[src/rtl/imem_boot_loader.sv]
// Boot loader: streams program words into instruction memory and holds
// the core in reset until the program is written and a settle period has passed.
module imem_boot_loader #(
    parameter  int DATA_W      = 32,
    parameter  int DEPTH       = 64,
    parameter  int HOLD_CYCLES = 4,
    localparam int ADDR_W      = $clog2(DEPTH)
) (
    input  logic              clk,
    input  logic              rst,
    input  logic              load_start,
    input  logic              load_valid,
    input  logic [DATA_W-1:0] load_data,
    input  logic              load_last,
    output logic              load_ready,
    output logic              imem_wr_en,
    output logic [ADDR_W-1:0] imem_wr_addr,
    output logic [DATA_W-1:0] imem_data_in,
    output logic              core_rst,
    output logic [ADDR_W:0]   words_loaded,
    output logic              load_done,
    output logic              load_err
);

    localparam int HCW = $clog2(HOLD_CYCLES + 1);

    typedef enum logic [2:0] {
        S_IDLE,
        S_LOAD,
        S_HOLD,
        S_RUN,
        S_ERR
    } state_t;

    state_t            r_state;
    state_t            w_state_nxt;
    logic [HCW-1:0]    r_hold;
    logic [HCW-1:0]    w_hold_nxt;
    logic [ADDR_W:0]   r_words;
    logic [ADDR_W:0]   w_words_nxt;
    logic              r_wr_en;
    logic              w_wr_en_nxt;
    logic [ADDR_W-1:0] r_wr_addr;
    logic [ADDR_W-1:0] w_wr_addr_nxt;
    logic [DATA_W-1:0] r_wr_data;
    logic [DATA_W-1:0] w_wr_data_nxt;
    logic              r_core_rst;
    logic              r_done;
    logic              r_err;
    logic              w_accept;
    logic              w_full;

    assign w_accept = load_valid && (r_state == S_LOAD);
    // The word about to be accepted occupies the final address
    assign w_full   = (r_words == (ADDR_W+1)'(DEPTH - 1));

    always_comb begin
        w_state_nxt   = r_state;
        w_hold_nxt    = r_hold;
        w_words_nxt   = r_words;
        w_wr_en_nxt   = 1'b0;
        w_wr_addr_nxt = r_wr_addr;
        w_wr_data_nxt = r_wr_data;
        unique case (r_state)
            S_IDLE, S_RUN, S_ERR: begin
                if (load_start) begin
                    w_state_nxt = S_LOAD;
                    w_words_nxt = '0;
                end
            end
            S_LOAD: begin
                if (w_accept) begin
                    w_wr_en_nxt   = 1'b1;
                    w_wr_addr_nxt = r_words[ADDR_W-1:0];
                    w_wr_data_nxt = load_data;
                    w_words_nxt   = r_words + (ADDR_W+1)'(1);
                    if (load_last) begin
                        w_state_nxt = S_HOLD;
                        w_hold_nxt  = HCW'(HOLD_CYCLES);
                    end else if (w_full) begin
                        w_state_nxt = S_ERR;
                    end
                end
            end
            S_HOLD: begin
                w_hold_nxt = r_hold - HCW'(1);
                if (r_hold == HCW'(1)) begin
                    w_state_nxt = S_RUN;
                end
            end
            default: begin
                w_state_nxt = S_IDLE;
            end
        endcase
    end

    always_ff @(posedge clk) begin
        if (rst) begin
            r_state    <= S_IDLE;
            r_hold     <= '0;
            r_words    <= '0;
            r_wr_en    <= 1'b0;
            r_wr_addr  <= '0;
            r_wr_data  <= '0;
            r_core_rst <= 1'b1;
            r_done     <= 1'b0;
            r_err      <= 1'b0;
        end else begin
            r_state    <= w_state_nxt;
            r_hold     <= w_hold_nxt;
            r_words    <= w_words_nxt;
            r_wr_en    <= w_wr_en_nxt;
            r_wr_addr  <= w_wr_addr_nxt;
            r_wr_data  <= w_wr_data_nxt;
            r_core_rst <= (w_state_nxt != S_RUN);
            r_done     <= (w_state_nxt == S_RUN);
            r_err      <= (w_state_nxt == S_ERR);
        end
    end

    assign load_ready   = (r_state == S_LOAD);
    assign imem_wr_en   = r_wr_en;
    assign imem_wr_addr = r_wr_addr;
    assign imem_data_in = r_wr_data;
    assign core_rst     = r_core_rst;
    assign words_loaded = r_words;
    assign load_done    = r_done;
    assign load_err     = r_err;

endmodule

[config.mk]
export PLATFORM = sky130hd
export DESIGN_NAME = imem_boot_loader
export DESIGN_NICKNAME = d
export VERILOG_FILES = /design/src/rtl/imem_boot_loader.sv
export SDC_FILE = /design/constraint.sdc
export NUM_CORES = 1
export LEC_CHECK = 0
export CORE_MARGIN = 4
export CORE_UTILIZATION = 46
export DETAILED_ROUTE_END_ITERATION = 8
export PLACE_DENSITY = 0.94
export SLEW_MARGIN = 10
export SYNTH_ARGS = -nofsm -noshare
export SYNTH_HDL_FRONTEND = slang
export SYNTH_SLANG_ARGS = --single-unit
[constraint.sdc]
create_clock -name clk -period 2.1 [get_ports clk]
set_input_delay 0.315 -clock clk [delete_from_list [all_inputs] [get_ports clk]]
set_output_delay 0.315 -clock clk [all_outputs]
set_load 0.01 [all_outputs]
==> metrics.cfg, run 1 <==
[floorplan]
ios = 87
core_area_um2 = 4470
initial_core_util_pct = 48.9
dieHeight_um = 77.0
rows = 24
die_area_um2 = 5930
die_x_um = 77.0

[placement]
portBuffers = 86
placed_area_um2 = 3070
routabilityCongestion = 0.811
dp_hpwl_um = 3970

[cts]
cts_tree = yes
clk_pin_slew_ns = 0.09
ctsResizeCount = 0
cts_hold_buf = 0
cts.sinks = 55
clk_path_buf_depth = 2
cts_setup_buffers = 0
worst_skew_pair.late_latency_ns = 0.30
h-tree-depth = 2
root_buffer = clkbuf_8
cts_buffers = 5

[worst_setup_path]
crit_type = register to output pin
reg2reg_from = words_loaded[0]
cp_max_fo = 13
worstPathRequired_ns = 1.78
worst_setup_path_end_kind = output pin
crit_start = r_state[1]
crit_arrival_ns = 1.70
critPathLaunchType = register

[synthesis]
synthDistinctLibCells = 40
synth_nets = 302
synth_top_family_by_area = simple AND/OR/NAND/NOR gates
syn_area_per_cell_um2 = 8.35
synth_cells = 262
synth_xor_area_share_pct = 0
yosys.area_share.adder_pct = 1.72
synth_seq_cells = 55
syn_area_um2 = 2190
ys_seq_area_share_pct = 50.3
synthSimpleGateAreaFrac_pct = 24.0
synth.area.mux_share_pct = 0.972
synth_warnings = 0
synth-compound-area-share_pct = 17.5

[cells_and_area]
area_delta_synth_final_pct = 45.3
nNetsFinal = 384
drive_gt1_share_pct = 6.09
finalInstanceArea_um2 = 3180
antenna_cells = 0

[grt]
antenna_found_initial = 0
grt_pass1_wl_um = 8370
overflow = 0
track_usage_pct = 17.3
grt_pass1_vias = 1876
grt_max_degree = 27

[routing]
drtPass1Iterations = 4
ant_nets = 0
drt-vias-per-instance = 5.24
vias = 2082
drc = 0
wl_um = 5360
wl_per_cell_um = 13.5
drt_iter0_drc = 186

[timing]
fin_skew_ns = 0.00754
rsz0062_at_grt = false
slew_violations = 0
min_period_ns = 2.01
setup_viol_count_final = 0
final-hold-violation-count = 0
period_share_pct = 95.8
whs_ns = 0.441
max_freq_mhz = 497
tns_ns = 0
slew_headroom_pct = 69.0
worst_slew_pin_slew_ns = 0.465

[power]
p_leak_nw = 1.13
powerDensity_nw_per_um2 = 652
p_total_w = 0.00207
swShare_pct = 23.2
seqPwrFrac_pct = 53.1
intPower_w = 0.00159
vdd_drop_max_uv = 504
p_sw_w = 0.000482
clkPwrFrac_pct = 33.0
comb_power_share_pct = 13.9

[hold_path]
hp-start = rst
hp-class = primary input to register

[status]
status = finished clean

[run]
cap_violations = 0

[routing by layer]
metal	global-route usage [%]	up-vias	share of wire (%)
met2	30.7	71	51
met5	0	-	0
met1	19.2	952	40
met4	5.87	0	1.3
li1	-	1053	-
met3	5.85	6	7.3
[sequential cells by signal, summed over array words and instances (netlist names)]
register and cells:
words_loaded 7, imem_wr_en 1, load_done 1, load_err 1, imem_data_in 32, r_state 3
imem_wr_addr 6, r_hold 3, core_rst 1
[worst paths after layout]
check | cells past startpoint | to | slack (ns)
setup / recovery | 2 | load_ready | 0.09
setup reg to reg | 4 | load_done | 0.42
hold / removal | 2 | imem_wr_en | 0.44
hold reg to reg | 2 | imem_wr_addr[4] | 0.46
[power by group through the flow]
stage / Clock (W) / Sequential (W) / Combinational (W)
2_1_floorplan: 0 / 0.00113 / 0.000119
3_3_place_gp: 0 / 0.00112 / 0.000284
3_5_place_dp: 0 / 0.00112 / 0.000291
4_1_cts: 0.000702 / 0.00110 / 0.000292
5_1_grt: 0.000752 / 0.00111 / 0.000316
6_report: 0.000683 / 0.00110 / 0.000289
[placed cells by master, fill, tap and decap left out, types with 2 or more instances in the layout]
cell type        count
dfxtp_1             55
nand3_1              4
o31a_1               2
a31oi_1              2
nor3b_1              3
clkdlybuf4s50_1     85
ha_1                 3
o211ai_1             3
nand4b_1             2
or3b_4               2
or3_1                3
nand2b_1             2
inv_1                7
clkbuf_8             5
o21ai_0              5
a21oi_1             44
nand2_1             82
nor2_1               2
and3_1               3
a211oi_1             2
buf_4                7
o31ai_1              2
[stage by stage]
step / setup WS (ns) / util (%) / std cells
after global placement: 0.292 / 68.5 / 389
after CTS: 0.0715 / 71.1 / 397
after floorplan: 0.606 / - / 262
after detailed placement: 0.242 / 68.5 / 389
final: 0.0885 / 71.1 / 397
after global routing: 0.0376 / 71.1 / 397
[Yosys cell counts]
master | count | area share [%]
nand2_1 | 82 | 14
dfxtp_1 | 55 | 50
a21oi_1 | 44 | 10
buf_2 | 7 | 1.6
inv_1 | 7 | 1.2
clkbuf_1 | 6 | 1.0
o21ai_0 | 5 | 1.1
nand3_1 | 4 | 0.91
and3_1 | 3 | 0.86
ha_1 | 3 | 1.7
nor3b_1 | 3 | 1.0
o211ai_1 | 3 | 1.0
or3_1 | 3 | 0.86
a211oi_1 | 2 | 0.69
a31oi_1 | 2 | 0.57
buf_1 | 2 | 0.34
buf_6 | 2 | 1.0
nand2b_1 | 2 | 0.57
nand4b_1 | 2 | 0.80
nor2_1 | 2 | 0.34
o31a_1 | 2 | 0.80
o31ai_1 | 2 | 0.69
or3b_4 | 2 | 1.0
a41o_1 | 1 | 0.46
a41oi_1 | 1 | 0.40
and4_1 | 1 | 0.40
and4bb_1 | 1 | 0.57
buf_4 | 1 | 0.34
mux2_2 | 1 | 0.51
mux2i_1 | 1 | 0.46
nand4bb_2 | 1 | 0.74
nor2b_1 | 1 | 0.29
nor3_1 | 1 | 0.23
nor4_2 | 1 | 0.57
o211a_1 | 1 | 0.46
o21a_1 | 1 | 0.34
o311a_1 | 1 | 0.46
o41ai_1 | 1 | 0.40
or2b_1 | 1 | 0.34
or4_1 | 1 | 0.34
[worst max-delay path: stages, from the launching register on]
cell and delay [ns]:
dfxtp_1 0.43, nor3b_1 0.35, clkdlybuf4s50_1 0.63
[area by class of cell]
| type | instances | area (um2) |
|---|---|---|
| tap | 52 | 65.1 |
| timing repair buffer | 93 | 908 |
| fill | 360 | 1290 |
| inverter | 7 | 26.3 |
| clock inverter | 3 | 43.8 |
| multi-input combinational | 182 | 966 |
| sequential | 55 | 1100 |
| clock buffer | 5 | 68.8 |
[logic make-up after synthesis]
| kind of cell | Yosys count |
|---|---|
| and+or+nand+nor | 111 |
| AOI/OAI and AO/OA | 66 |
| DFF | 55 |
| buffers and inverters | 25 |
| adders and majority gates | 3 |
| muxes | 2 |
Note: power is estimated with default switching activity, not from simulation.
==> run 2: changes to the inputs <==
CORE_UTILIZATION = 66   (was 46)
DONT_BUFFER_PORTS = 1   (was unset)
PLACE_DENSITY = 0.92   (was 0.94)
==> metrics.cfg, run 2 (synthesis gave the netlist of run 1 again) <==
[status]
status = finished clean

[routing]
ant_nets = 0  ; unchanged
drt-vias-per-instance = 5.95  ; +13%
drc = 0  ; unchanged
vias = 1797  ; -14%
wl_um = 4770  ; -11%
drt_iter0_drc = 119  ; -36%
wl_per_cell_um = 15.8  ; +17%
drtPass1Iterations = 5  ; +1

[worst_setup_path]
cp_max_fo = 13  ; unchanged
critPathBufInv = 0  ; -1
crit_arrival_ns = 2.08  ; +0.38 ns
crit_family = compound AO/OA/AOI/OAI gates
crit_slowest_cell = o41ai_1
worst_setup_path_end_kind = register
worstPathRequired_ns = 2.41  ; +0.63 ns
path_cells = nand4bb_2 -> o41ai_1 -> and3_1
crit_path_max_incr_delay_ns = 0.59  ; -0.04 ns
crit_type = register to register
critPathLaunchType = register

[timing]
worst_slew_pin_slew_ns = 0.492  ; +0.0264 ns
setup_viol_count_final = 0  ; unchanged
min_period_ns = 1.77  ; -0.241 ns
slew_headroom_pct = 66.8  ; -2.2 points
tns_ns = 0  ; unchanged
period_share_pct = 84.3  ; -11 points
fin_skew_ns = 0.00922  ; +0.00167 ns
max_freq_mhz = 565  ; +14%
slew_violations = 0  ; unchanged
rsz0062_at_grt = false
final-hold-violation-count = 0  ; unchanged

[floorplan]
initial_core_util_pct = 70.5  ; +22 points
ios = 87  ; unchanged
rows = 20  ; -17%
die_area_um2 = 4300  ; -27%
die_x_um = 65.6  ; -15%
core_area_um2 = 3100  ; -31%
dieHeight_um = 65.6  ; -15%

[power]
p_total_w = 0.00168  ; -19%
intPower_w = 0.00125  ; -21%
comb_power_share_pct = 8.5  ; -5.4 points
vdd_drop_max_uv = 492  ; -2.5%
powerDensity_nw_per_um2 = 741  ; +14%
clkPwrFrac_pct = 24.7  ; -8.3 points
swShare_pct = 25.5  ; +2.3 points
seqPwrFrac_pct = 66.9  ; +14 points
p_sw_w = 0.000429  ; -11%
p_leak_nw = 0.788  ; -30%

[cts]
ctsResizeCount = 0  ; unchanged
worst_skew_pair.late_latency_ns = 0.36  ; +0.06 ns
root_buffer = clkbuf_4
cts_buffers = 5  ; unchanged
h-tree-depth = 2  ; unchanged
clk_path_buf_depth = 2  ; unchanged
cts.sinks = 55  ; unchanged
clk_pin_slew_ns = 0.14  ; +0.05 ns
cts_tree = yes

[grt]
overflow = 0  ; unchanged
track_usage_pct = 22.8  ; +5.5 points
grt_pass1_wl_um = 7540  ; -9.9%
grt_pass1_vias = 1679  ; -11%
grt_max_degree = 42  ; +56%
antenna_found_initial = 0  ; unchanged

[placement]
portBuffers = 0  ; -100%
routabilityCongestion = 0.807  ; -0.51%
dp_hpwl_um = 3240  ; -18%

[cells_and_area]
final_cell_mix = nand2_1, dfxtp_1, a21oi_1
area_delta_synth_final_pct = 3.77
drive_gt1_share_pct = 6.59  ; +0.50 points
multi_input_area_um2 = 966  ; unchanged
regArea_um2 = 1100  ; unchanged
fill_cells = 261  ; -28%
final_common_cell = nand2_1
nNetsFinal = 299  ; -22%
antenna_cells = 0  ; unchanged
largest_reg_flops = 32  ; unchanged

[run]
cap_violations = 0  ; unchanged

[hold_path]
hp-class = primary input to register

[run 2: worst reg2reg max path: cells and delay by family, from the launching register on]
kind               cells  cell delay (ns)
AOI/OAI and AO/OA      1             0.59
DFF                    1             0.58
and+or+nand+nor        2             0.54
[run 2: path summary, 6_finish.rpt]
| check | start | end | slack (ns) | cells past startpoint |
|---|---|---|---|---|
| max reg2reg | r_state[0] | r_state[2] | 0.33 | 3 |
| min | load_data[0] | imem_data_in[0] | 0.06 | 2 |
| max | r_state[0] | r_state[2] | 0.33 | 3 |
| min reg2reg | r_hold[1] | r_hold[1] | 0.51 | 2 |
[run 2: final cells by class]
cell class	instances	area share [%]
sequential	55	48.5
tap	44	2.42
inverter	7	1.16
clock buffer	5	1.65
clock inverter	1	0.331
timing repair buffer	8	3.42
multi-input combinational	182	42.5
[run 2: stage by stage]
| step | area, um2 | utilization (%) | hold WS (ns) | instances | setup WS, ns |
|---|---|---|---|---|---|
| floorplan | 2190 | - | 0.403 | 262 | 0.606 |
| global placement | 2190 | 70.4 | 0.389 | 293 | 0.500 |
| detailed placement | 2190 | 70.4 | 0.391 | 293 | 0.365 |
| CTS | 2260 | 72.9 | 0.0186 | 301 | 0.335 |
| global route | 2270 | 73.2 | 0.0308 | 302 | 0.219 |
| finish | 2270 | 73.2 | 0.0625 | 302 | 0.329 |
[run 2: power groups by stage]
stage	registers, W	logic (W)	clock network [W]
floorplan	0.00113	0.000119	0
global placement	0.00115	0.000117	0
detailed placement	0.00115	0.000122	0
CTS	0.00113	0.000141	0.000425
global route	0.00113	0.000163	0.000482
finish	0.00112	0.000142	0.000415
[run 2: what timing repair did]
item / in CTS / in global routing
endpoints found under the hold margin: 41 / 1
setup buffers: 0 / 0
hold buffers: 2 / 1
[run 2: layer usage]
metal	part of all wire [%]	GRT usage, %
met3	9.7	8.03
met2	50	38.2
met4	1.9	9.59
met1	38	26.3
met5	0	0
==> run 3: changes to the inputs <==
CORE_UTILIZATION = 61   (was 66)
PLACE_DENSITY = 0.87   (was 0.92)
clock period = 1.8 ns   (was 2.1 ns; I/O delays follow)
==> metrics.cfg, run 3 (synthesis gave the netlist of run 1 again) <==
[status]
status = finished clean

[worst_setup_path]
crit_arrival_ns = 1.45  ; -0.63 ns
worst_setup_path_end_kind = output pin
crit_type = register to output pin
cp_max_fo = 12  ; -1
worstPathRequired_ns = 1.53  ; -0.88 ns
critPathLaunchType = register

[routing]
drtPass1Iterations = 4  ; -1
drc = 0  ; unchanged
vias = 1931  ; +7.5%
wl_um = 5450  ; +14%
drt_iter0_drc = 169  ; +42%
ant_nets = 0  ; unchanged
wl_per_cell_um = 16.0  ; +1.6%
drt-vias-per-instance = 5.68  ; -4.6%

[power]
p_sw_w = 0.000570  ; +33%
clkPwrFrac_pct = 32.2  ; +7.5 points
swShare_pct = 25.0  ; -0.53 points
comb_power_share_pct = 10.8  ; +2.3 points
p_leak_nw = 0.964  ; +22%
powerDensity_nw_per_um2 = 857  ; +16%
seqPwrFrac_pct = 57.1  ; -9.8 points
intPower_w = 0.00171  ; +37%
vdd_drop_max_uv = 576  ; +17%

[timing]
tns_ns = 0  ; unchanged
period_share_pct = 95.3
slew_headroom_pct = 71.7  ; +4.9 points
rsz0062_at_grt = false
setup_ws_ns = 0.0850  ; -0.244 ns
final-hold-violation-count = 0  ; unchanged
worst_slew_pin_slew_ns = 0.419  ; -0.0723 ns
min_period_ns = 1.72
max_freq_mhz = 583
slew_violations = 0  ; unchanged
fin_skew_ns = 0.00856  ; -0.000659 ns
setup_viol_count_final = 0  ; unchanged

[cts]
h-tree-depth = 2  ; unchanged
cts_tree = yes
clk_path_buf_depth = 2  ; unchanged
ctsResizeCount = 0  ; unchanged
cts_buffers = 5  ; unchanged
cts.sinks = 55  ; unchanged
clk_pin_slew_ns = 0.16  ; +0.02 ns
worst_skew_pair.late_latency_ns = 0.38  ; +0.02 ns
cts_setup_buffers = 0  ; unchanged
root_buffer = clkbuf_4
cts_hold_buf = 31  ; +29

[floorplan]
initial_core_util_pct = 64.6  ; -6.0 points
dieHeight_um = 67.9  ; +3.5%
die_area_um2 = 4610  ; +7.2%
ios = 87  ; unchanged
die_x_um = 67.9  ; +3.5%
rows = 21  ; +5.0%
core_area_um2 = 3390  ; +9.2%

[hold_path]
hp-class = primary input to register

[placement]
portBuffers = 0  ; unchanged
dpl_worst_slack_ns = 0.326  ; -0.0394 ns
dp_hpwl_um = 3190  ; -1.7%
routabilityCongestion = 0.794  ; -1.6%

[grt]
grt_pass1_wl_um = 8050  ; +6.7%
track_usage_pct = 23.4  ; +0.55 points
grt_pass1_vias = 1742  ; +3.8%
antenna_found_initial = 0  ; unchanged
overflow = 0  ; unchanged
grt_max_degree = 47  ; +12%

[cells_and_area]
drive_gt1_share_pct = 7.82  ; +1.2 points
antenna_cells = 0  ; unchanged
largest_reg_flops = 32  ; unchanged
area_delta_synth_final_pct = 21.6
final_common_cell = nand2_1
final_cell_mix = nand2_1, dfxtp_1, a21oi_1
nNetsFinal = 333  ; +11%

[run]
cap_violations = 0  ; unchanged

-- run 3: cell types whose count changed in the layout (fill, tap and decap cells not counted), sizes merged --
cell,before,now
buf,6,10
clkbuf,5,6
bufinv,0,1
inv,7,8
clkinvlp,1,0
dlygate4sd3,2,32
-- run 3: worst max-delay path, stage by stage (launching register included) --
cell and delay, ns:
dfxtp_1 0.38, buf_4 0.19, nor3b_1 0.31, buf_4 0.19
-- run 3: metrics by stage --
step                      util (%)  hold WS [ns]  instances  total power [W]  cell area [um2]
after floorplan                  -         0.358        262          0.00146             2190
after global placement        65.8         0.345        299          0.00148             2230
after detailed placement      65.8         0.347        299          0.00149             2230
after CTS                     77.9      0.000101        338          0.00228             2640
after global routing          78.5       0.00121        340          0.00238             2660
final                         78.5        0.0155        340          0.00228             2660
-- run 3: worst paths after layout --
path | cells after the start | slack (ns) | start | endpoint
setup / recovery | 3 | 0.08 | r_state[0] | load_ready
hold reg to reg | 2 | 0.51 | imem_data_in[7] | imem_data_in[7]
setup reg to reg | 3 | 0.28 | r_state[2] | r_state[2]
hold / removal | 2 | 0.02 | load_data[10] | imem_data_in[10]
-- run 3: layout make-up --
class / count / area, um2
tap: 46 / 57.6
fill: 236 / 728
timing repair buffer: 42 / 420
inverter: 7 / 26.3
sequential: 55 / 1100
clock buffer: 6 / 51.3
clock inverter: 2 / 38.8
multi-input combinational: 182 / 966
-- run 3: per-layer routing --
metal / global-route usage [%] / vias up / share of wire [%]
met2: 41.9 / 74 / 51
met5: 0 / - / 0
met4: 8.19 / 0 / 1.1
met1: 26.3 / 894 / 39
met3: 6.73 / 7 / 8.0
li1: - / 956 / -
-- run 3: power by group through the flow --
stage / logic [W] / clock network, W / registers (W)
after detailed placement: 0.000163 / 0 / 0.00133
after floorplan: 0.000139 / 0 / 0.00132
after global placement: 0.000156 / 0 / 0.00133
after global routing: 0.000269 / 0.000799 / 0.00131
final: 0.000245 / 0.000734 / 0.00130
after CTS: 0.000236 / 0.000745 / 0.00130
